### src/rtl/p09_debouncer.sv
// Multi-channel button debouncer with per-channel counters and registered edge pulses.
// Optional auto-repeat on the act output is enabled by defining P09_DEBOUNCE_AUTOREPEAT_EN.
module p09_debouncer #(
    parameter int               WIDTH           = 4,
    parameter int               DEBOUNCE_CYCLES = 16,
    parameter logic [WIDTH-1:0] DEFAULT_VALUE   = {WIDTH{1'b0}},
    parameter int               REPEAT_DELAY    = 1000,
    parameter int               REPEAT_PERIOD   = 250
) (
    input  logic             clk,
    input  logic             rst,
    input  logic [WIDTH-1:0] in,
    output logic [WIDTH-1:0] state,
    output logic [WIDTH-1:0] rise,
    output logic [WIDTH-1:0] fall,
    output logic [WIDTH-1:0] act
);

    localparam int            CW       = $clog2(DEBOUNCE_CYCLES);
    localparam logic [CW-1:0] CNT_LAST = CW'(DEBOUNCE_CYCLES - 1);

    if (DEBOUNCE_CYCLES < 2 || DEBOUNCE_CYCLES > 65535) begin : g_bad_debounce
        $error("p09_debouncer: DEBOUNCE_CYCLES out of range 2..65535");
    end
    if (REPEAT_DELAY < 2 || REPEAT_PERIOD < 2) begin : g_bad_repeat
        $error("p09_debouncer: REPEAT_DELAY and REPEAT_PERIOD must be >= 2");
    end

`ifdef P09_DEBOUNCE_AUTOREPEAT_EN
    localparam int            RMAX        = (REPEAT_DELAY > REPEAT_PERIOD) ? REPEAT_DELAY : REPEAT_PERIOD;
    localparam int            RW          = $clog2(RMAX);
    localparam logic [RW-1:0] DELAY_LAST  = RW'(REPEAT_DELAY - 1);
    localparam logic [RW-1:0] PERIOD_LAST = RW'(REPEAT_PERIOD - 1);
`endif

    for (genvar g = 0; g < WIDTH; g++) begin : g_ch
        logic [CW-1:0] cnt_q, cnt_d;
        logic          st_q, st_d;
        logic          rise_q, fall_q;
        logic          differ, accept;

        // The counter holds how many differing samples have been seen so far;
        // the sample that would make it DEBOUNCE_CYCLES flips the state instead.
        assign differ = in[g] ^ st_q;
        assign accept = differ && (cnt_q == CNT_LAST);
        assign cnt_d  = (!differ || accept) ? '0 : cnt_q + 1'b1;
        assign st_d   = st_q ^ accept;

        always_ff @(posedge clk) begin
            if (rst) begin
                cnt_q  <= '0;
                st_q   <= DEFAULT_VALUE[g];
                rise_q <= 1'b0;
                fall_q <= 1'b0;
            end else begin
                cnt_q  <= cnt_d;
                st_q   <= st_d;
                rise_q <= accept && !st_q;
                fall_q <= accept && st_q;
            end
        end

        assign state[g] = st_q;
        assign rise[g]  = rise_q;
        assign fall[g]  = fall_q;

`ifdef P09_DEBOUNCE_AUTOREPEAT_EN
        logic [RW-1:0] rcnt_q, rcnt_d;
        logic          first_q, first_d;
        logic          act_q;
        logic          rep_hit;

        // Repeat timer runs only while the debounced level is high and not falling;
        // first_q selects the initial delay before switching to the steady period.
        assign rep_hit = st_q && !accept && (rcnt_q == (first_q ? DELAY_LAST : PERIOD_LAST));

        always_comb begin
            rcnt_d  = rcnt_q + 1'b1;
            first_d = first_q;
            if (!st_q || accept) begin
                rcnt_d  = '0;
                first_d = 1'b1;
            end else if (rep_hit) begin
                rcnt_d  = '0;
                first_d = 1'b0;
            end
        end

        always_ff @(posedge clk) begin
            if (rst) begin
                rcnt_q  <= '0;
                first_q <= 1'b1;
                act_q   <= 1'b0;
            end else begin
                rcnt_q  <= rcnt_d;
                first_q <= first_d;
                act_q   <= (accept && !st_q) || rep_hit;
            end
        end

        assign act[g] = act_q;
`else
        assign act[g] = rise_q;
`endif
    end

endmodule

### config.mk
export PLATFORM = sky130hd
export DESIGN_NAME = p09_debouncer
export DESIGN_NICKNAME = d
export VERILOG_FILES = /design/src/rtl/p09_debouncer.sv
export SDC_FILE = /design/constraint.sdc
export NUM_CORES = 1
export LEC_CHECK = 0
export ABC_AREA = 1
export BUFFER_PORTS_ARGS = -buffer_cell sky130_fd_sc_hd__buf_2
export CORE_AREA = 8 8 65 50
export CTS_BUF_LIST = sky130_fd_sc_hd__clkbuf_2
export DETAILED_ROUTE_END_ITERATION = 6
export DIE_AREA = 0 0 73 58
export GPL_ROUTABILITY_DRIVEN = 0
export PLACE_DENSITY = 0.85
export SYNTH_ARGS = -nofsm -noshare
export SYNTH_HDL_FRONTEND = slang
export SYNTH_SLANG_ARGS = --single-unit
### constraint.sdc
create_clock -name clk -period 1.2 [get_ports clk]
set_input_delay 0.18 -clock clk [delete_from_list [all_inputs] [get_ports clk]]
set_output_delay 0.18 -clock clk [all_outputs]
set_load 0.02 [all_outputs]
# [Yosys cells after proc, flatten, opt, wreduce, memory -nomap -nowiden]
# Index checks and enable logic that the tools add are counted.
[classes] eq_ne=4 n_mul=0 bitwise=8 n_reduce_logical=28 shifts=0 n_addsub=4 mux=0 n_div=0 n_lt_le_gt_ge=0
[op_table] operator="adder 4 x 1 -> 4 bit (second input constant)" n=4
[op_table] operator="equality test 4 bit (second input constant)" n=4
[op_table] operator="logical AND 1 bit" n=12
[op_table] operator="logical NOT 1 bit" n=8
[op_table] operator="OR reduction 2 bit" n=4
[op_table] operator="XOR 1 bit" n=8
[op_table] operator="logical OR 1 bit" n=4
[totals] mem_count=0 mem_bits_ro=0 inputBits=6 output_inout_bits=16 ramBits=0 regBits=28 latch_bits=0

# [Longest topological paths before layout]
[depth] depth_word=4 depth_mapped=5 mapped_depth_nobuf=5

# [Worst setup path after synthesis]
# OpenSTA, ideal clock, no wires.
[synth_timing] path_kind="reg2reg" startpoint="register g_ch[0].cnt_q[0]" endpoint="register g_ch[0].cnt_q[2]" setup_slack_ns=0.265 stages_incl_launch_ff=5 t_arrival_ns=0.819 setup_time_ns=0.116 t_required_ns=1.084 n_path_buf=0 path_cell_list="dfxtp_1 -> ha_1 -> nand3_1 -> nand3_2 -> nor2_1"
[synth_between] elab_chain_cells=4 elab_cells_between_ends=5 cone_classes="add/sub: 1; eq/ne: 1; reduce/logical: 3"
[synth_rtl] item="start: declaration" line_no="37" text="logic [CW-1:0] cnt_q, cnt_d;"
[synth_rtl] item="start signal: assignment" line_no="56" text="cnt_q <= cnt_d;"
[synth_rtl] item="equality test 4 bit" line_no="45" text="assign accept = differ && (cnt_q == CNT_LAST);"
[synth_rtl] item="logical AND 1 bit" line_no="45"
[synth_rtl] item="logical OR 1 bit" line_no="46" text="assign cnt_d = (!differ || accept) ? '0 : cnt_q + 1'b1;"
[synth_rtl] item="OR reduction 2 bit (no source line)"
# Parallel ways exist; a longest one is shown, timed or not.
# A chain may end at the register's enable or synchronous reset.

==> impl_metrics.toml <==
[drt]
ant_nets = 0
post_drt_wl_per_cell_um = 10.8
vias = 862
via_per_inst = 4.68
drcViolationCount = 0
drt-total-wl_um = 1980
dr.pass1.iters = 4
drt-initial-drc-count = 23

[timing]
fin_ws_ps = 75.9
fin_crit_ps = 1120
timing.slew.headroom = 0.828
setup-violations-final = 0
fmax_mhz = 890
holdWs_ps = 38.9
clock_skew_ps = 14.2
slew_viol_final = 0
max_slew.worst_pin.slew_ps = 258
finalCritPeriodShare = 0.937
hold_violations = 0

[logic_synthesis]
synth_nets = 152
synth_ff_type = "dfxtp_1"
synth_most_common_cell = "dfxtp_1"
synthTopCellsByCount = "dfxtp_1, nor2_1, nand2_1"
avgSynthCellArea_sq_um = 8.37
synth.area.top_cells = "dfxtp_1, buf_4, nor2_1, nand2_1, nand3_1"
synthCells = 142
synth-edff-count = 0
yosysSeqAreaShare = 0.472
synth.distinct_cells = 14
synth_top_area_cell = "dfxtp_1"
yosysWarnings = 0
async_flop_share = 0
netlist_area_sq_mm = 0.00119
yosysTopAreaCellShare = 0.472
synth-seq-cells = 28

[grt]
overflow = 0
grt_max_degree = 17
grt_pass1_wl_um = 3560
track_usage = 0.104
grt_pass1_vias = 846
antenna_found_initial = 0

[placed_design]
dp.final_hpwl_um = 1530
post-place-ws_ps = 152
port_buffers = 21
dpl_cell_area_sq_mm = 0.00120
placed_cells = 180

[floorplanning]
die_h_um = 58
dieArea_sq_mm = 0.00423
core-area_sq_mm = 0.00231
ios = 22
die_w_um = 73
start_util = 0.515
rows = 15

[clock_network]
postCtsSetupBuffers = 0
clk_latency_ps = 360
cts_max_level = 1
cts_sinks = 28
clock_path_buffers = 2
clockRootBuffer = "clkbuf_2"
numCtsBuffers = 3
cts_tree = "yes"
clk_pin_slew_worst_paths_ps = 250

[min_path]
worstHoldPathType = "in -> reg"

[critical_path]
cpPeakStageDelay_ps = 420
worstSetupStartpointType = "register"
path_buf_inv = 1
crit_family = "flip-flops"
cp-end-kind = "primary output"
critical_path_required_ps = 1020
critPathSlowestCell = "dfxtp_1"
worst-setup-path-type = "reg -> out"
path_cells = "buf_2"
worstPathMaxFanout = 4
critPathArrivalTime_ps = 940

[cells_and_area]
finish.utilization = 0.544
fin_nets = 161
syn_to_final_growth_pct = 5.58
final_layout_size_suffix_gt1_frac = 0.240
antenna_cells = 0
design_area_sq_mm = 0.00125
final_cells = 184

[power_and_ir_drop]
power_leakage_nw = 0.601
power_density_mw_per_mm2 = 1260
ir_drop_mv = 0.868

[run_status]
status = "finished clean"

[run]
cap_viol_max_count = 0
## cell families after synthesis
logic type                 count (synthesis)  synth area share
buffers and inverters                     34             0.164
adders and majority gates                  4            0.0421
DFF                                       28             0.472
xor gates and xnor gates                   4            0.0295
AOI/OAI and AO/OA                          4            0.0168
and+or+nand+nor                           68             0.276
## final cells by class
class,count,area [sq um]
multi-input combinational,80,433
timing repair buffer,21,105
clock buffer,3,15.0
clock inverter,1,30.0
inverter,17,63.8
sequential,28,566
tap,34,42.5
fill,220,1050
## cells in the final DEF, fill, tap and decap left out
master and count:
o21ai_1 4, ha_1 4, clkbuf_2 3, dfxtp_1 24, buf_2 21, nand3_2 4
nand3_1 12, dfxtp_2 4, inv_2 1, inv_1 16, nand4_1 6, xnor2_1 4
nand4_2 2, nand2_1 20, bufinv_16 1, nor2_1 24
## stage by stage
step / setup TNS [ps] / power [mW]
finish: 0 / 1.58
global route: -1.49 / 1.65
CTS: 0 / 1.60
detailed placement: 0 / 1.04
global placement: 0 / 1.03
floorplan: 0 / 1.02
## routing by layer
layer	vias up	wire (um)	global-route usage	part of all wire
met5	-	0	0	0
met4	0	9	0.0227	0.0045
met3	2	173	0.0534	0.087
met2	21	913	0.168	0.46
met1	385	883	0.120	0.45
li1	454	-	-	-
## final timing paths
check / startpoint / to / slack [ps] / cells after the start
worst max-delay path: register / state[0] / 80 / 1
worst min-delay path: in[3] / g_ch[3].rise_q / 40 / 3
worst min register to register: g_ch[0].cnt_q[0] / g_ch[0].cnt_q[0] / 440 / 1
worst max register to register: g_ch[0].cnt_q[1] / g_ch[0].cnt_q[0] / 150 / 4
## what timing repair did
action | CTS | global route
setup endpoints to repair | 0 | 6
hold buffers | 0 | 0
resized for setup | 0 | 4
## worst min-delay path, cell delays in order
cell and delay [ps]:
buf_2 100, nand2_1 80, nor2_1 40
## power breakdown
group	total [mW]	switching, mW	internal [mW]
Sequential	0.959	0.0123	0.946
Combinational	0.0642	0.0402	0.0240
Clock	0.557	0.270	0.287
No activity file was read; power rests on OpenSTA's default activity.
